[src/rtl/axi_mux_resp_tracker.sv]
// AXI mux response-path tracker: decodes the owning upstream port from the response ID,
// forwards beats through one register stage and tracks outstanding transactions per port.
module axi_mux_resp_tracker #(
  parameter int unsigned NoSlvPorts   = 4,
  parameter int unsigned SlvIdWidth   = 4,
  parameter int unsigned CounterWidth = 4,
  parameter int unsigned PayloadWidth = 34,
  localparam int unsigned PortIdxW    = $clog2(NoSlvPorts),
  localparam int unsigned MstIdWidth  = SlvIdWidth + PortIdxW
) (
  input  logic                    clk_i,
  input  logic                    rst_i,
  input  logic                    req_i,
  input  logic [PortIdxW-1:0]     req_port_i,
  output logic [NoSlvPorts-1:0]   full_o,
  output logic [NoSlvPorts-1:0]   occupied_o,
  input  logic                    mst_valid_i,
  output logic                    mst_ready_o,
  input  logic [MstIdWidth-1:0]   mst_id_i,
  input  logic                    mst_last_i,
  input  logic [PayloadWidth-1:0] mst_payload_i,
  output logic [NoSlvPorts-1:0]   slv_valid_o,
  input  logic [NoSlvPorts-1:0]   slv_ready_i,
  output logic [SlvIdWidth-1:0]   slv_id_o,
  output logic                    slv_last_o,
  output logic [PayloadWidth-1:0] slv_payload_o,
  output logic                    err_unexpected_o,
  output logic                    err_overflow_o
);

  logic [CounterWidth-1:0] cnt_q [NoSlvPorts];

  logic                    stage_full_q;
  logic [PortIdxW-1:0]     stage_port_q;
  logic [SlvIdWidth-1:0]   stage_id_q;
  logic                    stage_last_q;
  logic [PayloadWidth-1:0] stage_payload_q;
  logic                    err_unexpected_q;
  logic                    err_overflow_q;

  logic [PortIdxW-1:0]     in_port;
  logic                    in_owned;
  logic                    accept;
  logic                    load;
  logic                    unexpected;
  logic                    stage_ready;
  logic                    overflow;
  logic [NoSlvPorts-1:0]   inc;
  logic [NoSlvPorts-1:0]   dec;

  // Per-port status decoded straight from the counter registers.
  for (genvar g = 0; g < NoSlvPorts; g++) begin : g_status
    assign full_o[g]     = &cnt_q[g];
    assign occupied_o[g] = |cnt_q[g];
  end

  assign in_port = mst_id_i[MstIdWidth-1 -: PortIdxW];

  // Stage can take a new beat when empty or when its current beat leaves this cycle.
  always_comb begin
    stage_ready = 1'b0;
    for (int p = 0; p < NoSlvPorts; p++) begin
      if (stage_port_q == PortIdxW'(p)) stage_ready = slv_ready_i[p];
    end
  end

  assign mst_ready_o = ~stage_full_q | stage_ready;
  assign accept      = mst_valid_i & mst_ready_o;

  // Ownership uses the pre-update counter; out-of-range indices match no port.
  always_comb begin
    in_owned = 1'b0;
    for (int p = 0; p < NoSlvPorts; p++) begin
      if (in_port == PortIdxW'(p)) in_owned = occupied_o[p];
    end
  end

  assign load       = accept & in_owned;
  assign unexpected = accept & ~in_owned;

  always_comb begin
    inc      = '0;
    dec      = '0;
    overflow = 1'b0;
    for (int p = 0; p < NoSlvPorts; p++) begin
      inc[p]   = req_i & (req_port_i == PortIdxW'(p)) & ~full_o[p];
      dec[p]   = load & mst_last_i & (in_port == PortIdxW'(p));
      overflow = overflow | (req_i & (req_port_i == PortIdxW'(p)) & full_o[p]);
    end
  end

  // Outstanding counters: simultaneous issue and retire cancel out.
  always_ff @(posedge clk_i) begin
    if (rst_i) begin
      for (int p = 0; p < NoSlvPorts; p++) cnt_q[p] <= '0;
    end else begin
      for (int p = 0; p < NoSlvPorts; p++) begin
        if (inc[p] && !dec[p]) begin
          cnt_q[p] <= cnt_q[p] + CounterWidth'(1);
        end else if (dec[p] && !inc[p]) begin
          cnt_q[p] <= cnt_q[p] - CounterWidth'(1);
        end
      end
    end
  end

  always_ff @(posedge clk_i) begin
    if (rst_i) begin
      stage_full_q    <= 1'b0;
      stage_port_q    <= '0;
      stage_id_q      <= '0;
      stage_last_q    <= 1'b0;
      stage_payload_q <= '0;
    end else if (load) begin
      stage_full_q    <= 1'b1;
      stage_port_q    <= in_port;
      stage_id_q      <= mst_id_i[SlvIdWidth-1:0];
      stage_last_q    <= mst_last_i;
      stage_payload_q <= mst_payload_i;
    end else if (stage_full_q && stage_ready) begin
      stage_full_q    <= 1'b0;
    end
  end

  always_ff @(posedge clk_i) begin
    if (rst_i) begin
      err_unexpected_q <= 1'b0;
      err_overflow_q   <= 1'b0;
    end else begin
      err_unexpected_q <= unexpected;
      err_overflow_q   <= overflow;
    end
  end

  always_comb begin
    slv_valid_o = '0;
    for (int p = 0; p < NoSlvPorts; p++) begin
      if (stage_full_q && (stage_port_q == PortIdxW'(p))) slv_valid_o[p] = 1'b1;
    end
  end

  assign slv_id_o         = stage_id_q;
  assign slv_last_o       = stage_last_q;
  assign slv_payload_o    = stage_payload_q;
  assign err_unexpected_o = err_unexpected_q;
  assign err_overflow_o   = err_overflow_q;

endmodule

[config.mk]
export PLATFORM = sky130hd
export DESIGN_NAME = axi_mux_resp_tracker
export DESIGN_NICKNAME = d
export VERILOG_FILES = /design/src/rtl/axi_mux_resp_tracker.sv
export SDC_FILE = /design/constraint.sdc
export NUM_CORES = 1
export LEC_CHECK = 0
export CORE_AREA = 2 2 80 90
export CTS_CLUSTER_DIAMETER = 60
export DETAILED_ROUTE_END_ITERATION = 10
export DIE_AREA = 0 0 82 92
export PLACE_DENSITY = 0.88
export SYNTH_ARGS = -nofsm -noshare
export SYNTH_HDL_FRONTEND = slang
export SYNTH_SLANG_ARGS = --single-unit
[constraint.sdc]
create_clock -name clk_i -period 4.2 [get_ports clk_i]
set_input_delay 0.42 -clock clk_i [delete_from_list [all_inputs] [get_ports clk_i]]
set_output_delay 0.42 -clock clk_i [all_outputs]
set_load 0.02 [all_outputs]
==> summary.md, run 1 <==
| Metric | Value |
|---|---|
| Outcome | complete, no violations |
| # rows | 32 |
| Cts repair resizes | 0 |
| Crit start category | flop |
| Worst vdd ir | 0.276 mV |
| Crit-path max FO | 6 |
| Clock Path Buffers | 2 |
| Antenna Cells | 0 |
| TritonCTS Sinks | 60 |
| HP Start | slv_payload_o[28] |
| Max_slew headroom | 56.7% |
| CP peak stage delay | 0.55 ns |
| Setup TNS | 0 ns |
| Global-route wire length before repair | 11700 um |
| Placement Cell Area | 0.00399 sq mm |
| #FFs+latches synth | 60 |
| DP HPWL | 5150 um |
| Port Buffers | 104 |
| Final core utilization | 62.3% |
| Die Y | 92 um |
| CTS tree | built |
| Synth async-reset ratio | 0% |
| H-tree depth | 3 |
| Max Cap Viol | 0 |
| Clock Pin Slew Worst Setup and Hold Paths | 0.07 ns |
| Clk_lat worst skew | 0.34 ns |
| Commonest non-fill, non-tap cell in the layout | clkdlybuf4s50_1 |
| Cell mode on critical path | ha_1 |
| Commonest non-fill, non-tap cells in the layout | clkdlybuf4s50_1, nand2_1, a21oi_1, dfxtp_1 |
| Crit path DAT | 3.71 ns |
| Vias per inst | 5.04 |
| Post-synth net total | 395 |
| Fill cell count | 569 |
| Chip width | 82 um |
| Hold Path Class | reg -> reg |
| Sequential area share after synthesis | 46.4% |
| Leakage power | 1.60 nW |
| Slew Limit Fails | 0 |
| Io pins | 105 |
| Endpoints failing setup | 0 |
| Post-synth EDFFs | 16 |
| Final WL | 7120 um |
| Drt pass-1 iters | 4 |
| Mapped Cells | 333 |
| Area of the core | 0.00673 sq mm |
| Crit-path slowest cell | mux4_2 |
| Most used DFF post-synth | dfxtp_1 |
| Antenna violations before repair | 0 |
| Post-synthesis cell type count | 46 |
| Layout cells sized above 1 | 6.38% |
| Period utilisation layout | 84.3% |
| Post-CTS setup buffer count | 0 |
| Die ar. | 0.00754 sq mm |
| Vias | 2640 |
| Final Skew | 0.0119 ns |
| CTS root buf | clkbuf_8 |
| Worst-path cell chain | inv_1 > ha_1 > or3b_1 > mux4_2 > nand3_2 > nor2_1 > and2_1 > ha_1 > a21o_1 > a21oi_1 > xor2_1 > or4b_1 > o31ai_1 |
| DR WL/cell | 13.6 um |
| CTS Buf Count | 9 |
| Avg Cell Area, Syn | 8.81 sq um |
| Largest net degree at the start of global routing | 42 |
| WP data required | 4.37 ns |
| Vias in the first global route | 2600 |
| CP Capture Type | flop |
| Final non-filler cell total | 524 |
| Worst-margin pin slew | 0.645 ns |
| Grt ovf | 0 |
| Final instance area | 0.00419 sq mm |
| Post-Syn Area | 0.00293 sq mm |
| Ys Warns | 0 |
| CP Launch Point | cnt_q[3][0] |
| Tmin final | 3.54 ns |
| Area grow syn2layout | 42.8% |
| Total power | 1.52 mW |
| Final Hold Viols | 0 |
| RSZ-0062 raised after global routing | no |
| All-layer global routing usage | 20.1% |
| Reg2reg start | cnt_q[3][0] |
| Pwr Density | 362 mW/mm^2 |
| Pre-CTS WS | 0.601 ns |
| Layout Nets | 496 |
| Final hold slack | 0.453 ns |
| Placed cell count | 508 |
| Initial Util | 43.6% |
| Fmax | 282 MHz |
| DRC | 0 |
| Final WS setup | 0.658 ns |
| Drt initial violations | 90 |
| # hold bufs at CTS | 0 |
| Crit Path Category | reg -> reg |
| ANT nets after route | 0 |
| GP Congestion | 0.913 |
[state kept, by name, summed over array words and instances, names as in the netlist]
register,flops
slv_payload_o,34
err_overflow_o,1
slv_last_o,1
err_unexpected_o,1
cnt_q,16
stage_full_q,1
stage_port_q,2
slv_id_o,4
[Yosys cell counts, types with 2 or more instances]
master | count | area share, %
nand3_1 | 3 | 0.51
buf_4 | 4 | 1.0
and3_1 | 4 | 0.85
nand2_1 | 91 | 12
clkbuf_1 | 8 | 1.0
fa_1 | 3 | 2.0
nor2_1 | 8 | 1.0
nor3_1 | 16 | 2.7
mux4_2 | 2 | 1.5
and4_1 | 2 | 0.60
o31ai_1 | 2 | 0.51
or4_1 | 6 | 1.5
dfxtp_1 | 44 | 30
buf_6 | 5 | 1.9
xor2_1 | 5 | 1.5
nand3b_1 | 2 | 0.51
nand2b_1 | 6 | 1.3
xnor2_1 | 3 | 0.90
ha_1 | 8 | 3.4
inv_1 | 15 | 1.9
nand4_1 | 2 | 0.43
a21oi_1 | 51 | 8.7
a21o_1 | 3 | 0.77
or3_1 | 3 | 0.64
edfxtp_1 | 16 | 16
[per-layer routing]
metal / up-vias / GRT usage (%) / part of all wire [%]
met5: - / 0 / 0
met1: 1203 / 25.3 / 44
met2: 86 / 32.5 / 48
li1: 1343 / - / -
met3: 8 / 5.81 / 6.5
met4: 0 / 6.81 / 1.1
[final timing paths]
check / to / slack, ns / cells after the start
worst max register to register: cnt_q[0][3] / 0.66 / 13
worst max-delay path: cnt_q[0][3] / 0.66 / 13
worst min register to register: slv_payload_o[28] / 0.45 / 2
worst min-delay path: slv_payload_o[28] / 0.45 / 2
[report_power, final]
| part | switching, mW | internal [mW] | total, mW |
|---|---|---|---|
| Clock | 0.230 | 0.287 | 0.517 |
| Sequential | 0.0298 | 0.640 | 0.670 |
| Combinational | 0.174 | 0.157 | 0.330 |
| Total | 0.434 | 1.08 | 1.52 |
[worst max-delay path: cells and delay by family (launching register included)]
kind	cells	cell delay, ns
AND/OR/NAND/NOR	5	1.28
AO/OA/AOI/OAI	3	0.44
multiplexers	1	0.55
flip-flops	1	0.45
buffers and inverters	1	0.09
XOR/XNOR	1	0.11
adder cells (fa/ha/maj)	2	0.46
[cells by family after synthesis]
group,synth area share (%)
muxes,2.30
xor gates and xnor gates,2.94
AOI/OAI and AO/OA,12.1
adders and majority gates,5.46
and+or+nand+nor,24.8
buffers and inverters,6.06
DFF,46.4
[area by class of cell]
| type | count | area [sq um] | area share (%) |
|---|---|---|---|
| timing repair buffer | 108 | 1070 | 25.4 |
| sequential | 60 | 1360 | 32.5 |
| tap | 85 | 106 | 2.54 |
| multi-input combinational | 240 | 1400 | 33.3 |
| inverter | 15 | 56.3 | 1.34 |
| clock buffer | 12 | 178 | 4.24 |
| clock inverter | 4 | 26.3 | 0.627 |
Note: power is estimated with default switching activity, not from simulation.
==> inputs of run 2 (changes only) <==
Clock period 4.2 ns to 3.6 ns, I/O delays scaled along.
==> run 2 against run 1 <==
Net effect:
- core utilization up 0.52 points
- cell area up 0.84%
- first-iteration DRC count up 20%
- sequential power up 16%
- critical path depth unchanged
- clock-buffer cell count down 2
- worst hold slack worse by 0.019 ns
- fmax up 1.3%
- global-route usage up 0.93 points
- critical path type unchanged
- largest power group unchanged
==> summary.md, run 2 (synthesis results as in run 1) <==
| Metric | Value |
|---|---|
| Top delay family on crit path | simple AND/OR/NAND/NOR gates |
| Clk_lat worst skew | 0.34 ns (about the same) |
| Vias in the first global route | 2775 (+6.7%) |
| Setup TNS | 0 ns (unchanged) |
| Largest net degree at the start of global routing | 48 (+14%) |
| Crit path DAT | 3.66 ns (-0.05 ns) |
| Vias | 2770 (+4.9%) |
| Final WS setup | 0.104 ns (-0.554 ns) |
| DR WL/cell | 14.2 um (+4.6%) |
| Max_slew headroom | 61.2% (+4.5 points) |
| Drt initial violations | 108 (+20%) |
| Drt pass-1 iters | 6 (+2) |
| Layout cells sized above 1 | 8.50% (+2.1 points) |
| Area grow syn2layout | 44.0% |
| # hold bufs at CTS | 0 (unchanged) |
| Die ar. | 0.00754 sq mm (unchanged) |
| Crit start category | flop |
| CTS root buf | clkbuf_8 |
| Worst-path cell chain | inv_1 > ha_1 > or3b_1 > mux4_2 > nand3_2 > nor2_1 > and2_1 > ha_1 > a21o_1 > a21oi_1 > xor2_1 > or4b_1 > o31ai_1 |
| TritonCTS Sinks | 60 (unchanged) |
| Clock Path Buffers | 2 (unchanged) |
| Area of the core | 0.00673 sq mm (unchanged) |
| Commonest non-fill, non-tap cell in the layout | clkdlybuf4s50_1 |
| Die Y | 92 um (unchanged) |
| Endpoints failing setup | 0 (unchanged) |
| Worst vdd ir | 0.292 mV (+5.6%) |
| Slew Limit Fails | 0 (unchanged) |
| Outcome | complete, no violations |
| # rows | 32 (unchanged) |
| Fmax | 286 MHz (+1.3%) |
| ANT nets after route | 0 (unchanged) |
| Vias per inst | 5.21 (+3.3%) |
| Hold Path Class | in -> reg |
| Antenna Cells | 0 (unchanged) |
| Commonest non-fill, non-tap cells in the layout | clkdlybuf4s50_1, nand2_1, a21oi_1, dfxtp_1 |
| Buffers & Inverters on Critical Path | 1 (unchanged) |
| GP Congestion | 0.942 (+3.2%) |
| Final Hold Viols | 0 (unchanged) |
| DP HPWL | 5410 um (+5.1%) |
| Global-route wire length before repair | 12200 um (+3.7%) |
| Final Skew | 0.00760 ns (-0.00433 ns) |
| All-layer global routing usage | 21.0% (+0.93 points) |
| Crit Path Category | reg -> reg |
| Clock Pin Slew Worst Setup and Hold Paths | 0.07 ns (about the same) |
| Final instance area | 0.00422 sq mm (+0.84%) |
| Final WL | 7570 um (+6.2%) |
| Placement Cell Area | 0.00403 sq mm (+1.1%) |
| Leakage power | 1.62 nW (+1.4%) |
| DRC | 0 (unchanged) |
| H-tree depth | 3 (unchanged) |
| CTS tree | built |
| Max FFs per register | 34 (unchanged) |
| Max Cap Viol | 0 (unchanged) |
| Crit-path max FO | 5 (-1) |
| CP Capture Type | flop |
| Crit-path slowest cell | mux4_2 |
| Period utilisation layout | 97.1% (+13 points) |
| Io pins | 105 (unchanged) |
| Port Buffers | 104 (unchanged) |
| Pwr Density | 407 mW/mm^2 (+12%) |
| Chip width | 82 um (unchanged) |
| Tmin final | 3.50 ns (-0.0460 ns) |
| Pre-CTS WS | 0.101 ns (-0.499 ns) |
| Antenna violations before repair | 0 (unchanged) |
| Grt ovf | 0 (unchanged) |
| Layout Nets | 504 (+1.6%) |
| Initial Util | 43.6% (unchanged) |
| Cell mode on critical path | ha_1 |
| CTS Buf Count | 9 (unchanged) |
| CP peak stage delay | 0.55 ns (about the same) |
| WP data required | 3.76 ns (-0.61 ns) |
| Worst-margin pin slew | 0.578 ns (-0.0673 ns) |
run 2: per-stage QoR:
| stage | util, % | total power [mW] | std cells | hold slack [ns] |
|---|---|---|---|---|
| after CTS | 62.5 | 1.74 | 530 | 0.412 |
| after global placement | 59.9 | 1.18 | 514 | 0.441 |
| after detailed placement | 59.9 | 1.19 | 514 | 0.448 |
| final | 62.8 | 1.72 | 532 | 0.434 |
| after floorplan | - | 1.01 | 333 | 0.444 |
| after global routing | 62.8 | 1.81 | 532 | 0.440 |
run 2: repair_timing:
item                       CTS  global route
setup endpoints to repair    0             2
setup buffers                0             2
hold endpoints to repair     0             0
gates resized for setup      0             1
run 2: layout make-up:
class	instances	area (sq um)
Clock buffer	10	138
Tap cell	85	106
Clock inverter	6	37.5
Sequential cell	60	1360
Multi-Input combinational cell	240	1400
Timing Repair Buffer	116	1130
Fill cell	576	2500
Inverter	15	56.3
run 2: per-layer routing:
| metal | vias up | wire length (um) | track usage, % |
|---|---|---|---|
| li1 | 1364 | - | - |
| met1 | 1269 | 3040 | 24.0 |
| met2 | 117 | 3690 | 34.1 |
| met3 | 20 | 634 | 7.19 |
| met4 | 0 | 201 | 10.8 |
| met5 | - | 0 | 0 |
run 2: path summary, 6_finish.rpt:
| path | startpoint | endpoint | slack (ns) | cells past startpoint |
|---|---|---|---|---|
| worst min-delay path | rst_i | slv_payload_o[27] | 0.43 | 2 |
| worst max-delay path | cnt_q[3][1] | cnt_q[0][3] | 0.10 | 13 |
| worst max register to register | cnt_q[3][1] | cnt_q[0][3] | 0.10 | 13 |
| worst min register to register | slv_payload_o[10] | slv_payload_o[10] | 0.45 | 2 |
run 2: where the power goes:
part           total, mW  switching [mW]  internal [mW]
clock              0.541           0.275          0.266
combinational      0.400           0.210          0.190
sequential         0.780          0.0330          0.747
total               1.72           0.518           1.20
==> inputs of run 3 (changes only) <==
Settings changed: CELL_PAD_IN_SITES_DETAIL_PLACEMENT set to 1, CELL_PAD_IN_SITES_GLOBAL_PLACEMENT set to 2, CORE_AREA 2 2 80 90 to 2 2 105 117, DIE_AREA 0 0 82 92 to 0 0 107 119.
==> run 3 against run 2 <==
Net effect:
- combinational power is 4% higher
- total power rose by 22%
- worst hold slack got worse by 0.029 ns
==> summary.md, run 3 (synthesis results as in run 1) <==
| Metric | Value |
|---|---|
| Layout Nets | 504 (unchanged) |
| Commonest non-fill, non-tap cells in the layout | clkdlybuf4s50_1, nand2_1, a21oi_1, dfxtp_1 |
| Crit Path Category | reg -> reg |
| Initial Util | 25.0% (-19 points) |
| GP Congestion | 0.823 (-13%) |
| Vias in the first global route | 3071 (+11%) |
| Hold Path Class | in -> reg |
| Layout cells sized above 1 | 9.40% (+0.89 points) |
| Hold path depth | 2 (unchanged) |
| CTS tree | built |
| Tmin final | 3.46 ns (-0.0404 ns) |
| Total power | 2.09 mW (+22%) |
| Worst Reg-to-Reg Cells | 13 (unchanged) |
| Final WL | 9540 um (+26%) |
| Chip width | 107 um (+30%) |
| DP HPWL | 6800 um (+26%) |
| Outcome | complete, no violations |
| Pre-CTS WS | 0.0564 ns (-0.0448 ns) |
| Crit start category | flop |
| Vias per inst | 4.71 (-9.6%) |
| Placed cell count | 583 (+13%) |
| Fmax | 289 MHz (+1.2%) |
| Area grow syn2layout | 52.6% |
| Die Y | 119 um (+29%) |
| Max_slew headroom | 60.6% (-0.57 points) |
| Crit-path max FO | 5 (unchanged) |
| Port Buffers | 104 (unchanged) |
| Final non-filler cell total | 601 (+13%) |
| Io pins | 105 (unchanged) |
| Fill cell count | 1342 (+130%) |
| CTS root buf | clkbuf_16 |
| Area of the multi-input gates | 0.00142 sq mm (+1.7%) |
| Setup TNS | 0 ns (unchanged) |
| Period utilisation layout | 96.0% (-1.1 points) |
| Final Skew | 0.00740 ns (-0.000196 ns) |
| Antenna Cells | 0 (unchanged) |
| Slew Limit Fails | 0 (unchanged) |
| Drt initial violations | 80 (-26%) |
| Leakage power | 1.69 nW (+4.5%) |
| Global-route wire length before repair | 15600 um (+28%) |
| Clock Path Buffers | 2 (unchanged) |
| Final hold slack | 0.405 ns (-0.0287 ns) |
| Die ar. | 0.0127 sq mm (+69%) |
| WP data required | 3.79 ns (+0.03 ns) |
| Grt ovf | 0 (unchanged) |
| Clock Pin Slew Worst Setup and Hold Paths | 0.06 ns (about the same) |
| H-tree depth | 3 (unchanged) |
| Worst-margin pin slew | 0.591 ns (+0.0130 ns) |
| Area of the core | 0.0117 sq mm (+74%) |
| # rows | 42 (+31%) |
| Vias | 2830 (+2.2%) |
| Crit path DAT | 3.64 ns (-0.02 ns) |
| Final instance area | 0.00448 sq mm (+6.0%) |
| Final WS setup | 0.145 ns (+0.0404 ns) |
| Pwr Density | 468 mW/mm^2 (+15%) |
| CTS Buf Count | 9 (unchanged) |
| TritonCTS Sinks | 60 (unchanged) |
| Sequential Area | 0.00136 sq mm (unchanged) |
| DRC | 0 (unchanged) |
| All-layer global routing usage | 15.8% (-5.2 points) |
| Antenna violations before repair | 1 (+1) |
| Max Cap Viol | 0 (unchanged) |
| Endpoints failing setup | 0 (unchanged) |
| DR WL/cell | 15.9 um (+12%) |
| Final core utilization | 38.2% (-25 points) |
| Placement Cell Area | 0.00412 sq mm (+2.1%) |
| Final Hold Viols | 0 (unchanged) |
| Clk_lat worst skew | 0.33 ns (about the same) |
| Worst vdd ir | 0.172 mV (-41%) |
| Max FFs per register | 34 (unchanged) |
| CP Capture Type | flop |
| Commonest non-fill, non-tap cell in the layout | clkdlybuf4s50_1 |
| Largest net degree at the start of global routing | 53 (+10%) |
| ANT nets after route | 0 (unchanged) |
| Drt pass-1 iters | 4 (-2) |
## run 3: layout make-up
| type | count | area share, % |
|---|---|---|
| clock inverters | 2 | 0.252 |
| flip-flops and latches | 60 | 30.4 |
| clock buffers | 14 | 6.85 |
| multi-input cells | 240 | 31.8 |
| inverters | 15 | 1.26 |
| well taps | 154 | 4.30 |
| repair buffers | 116 | 25.2 |
## run 3: power by group
part	switching [mW]	internal (mW)	total [mW]	leakage, nW
sequential	0.0347	0.748	0.783	0.529
combinational	0.223	0.193	0.416	1.00
clock	0.308	0.587	0.895	0.159
## run 3: path summary, 6_finish.rpt
path	slack [ns]	endpoint	from
max	0.14	cnt_q[1][3]	cnt_q[3][1]
min	0.40	slv_id_o[0]	rst_i
max reg2reg	0.14	cnt_q[1][3]	cnt_q[3][1]
min reg2reg	0.45	slv_payload_o[12]	slv_payload_o[12]
## run 3: critical path, cell delays in order (launching register included)
cell,delay (ns)
edfxtp_1,0.43
inv_1,0.10
ha_2,0.18
or3b_4,0.39
mux4_2,0.54
nand3_4,0.12
or4_1,0.16
inv_1,0.07
ha_1,0.27
a21o_1,0.20
a21oi_2,0.19
xnor2_1,0.10
or4_4,0.42
a21oi_2,0.14
## run 3: timing repair
item,CTS,global route
gates resized for setup,0,7
hold endpoints to repair,0,0
hold buffers,0,0
endpoints found under the setup margin,0,2
buffers inserted,0,2
## run 3: layer usage
metal | part of all wire [%] | vias up | global-route usage (%)
li1 | - | 1364 | -
met1 | 40 | 1383 | 16.9
met2 | 53 | 65 | 29.2
met3 | 5.4 | 16 | 4.05
met4 | 1.8 | 2 | 6.33
met5 | 0.12 | - | 0
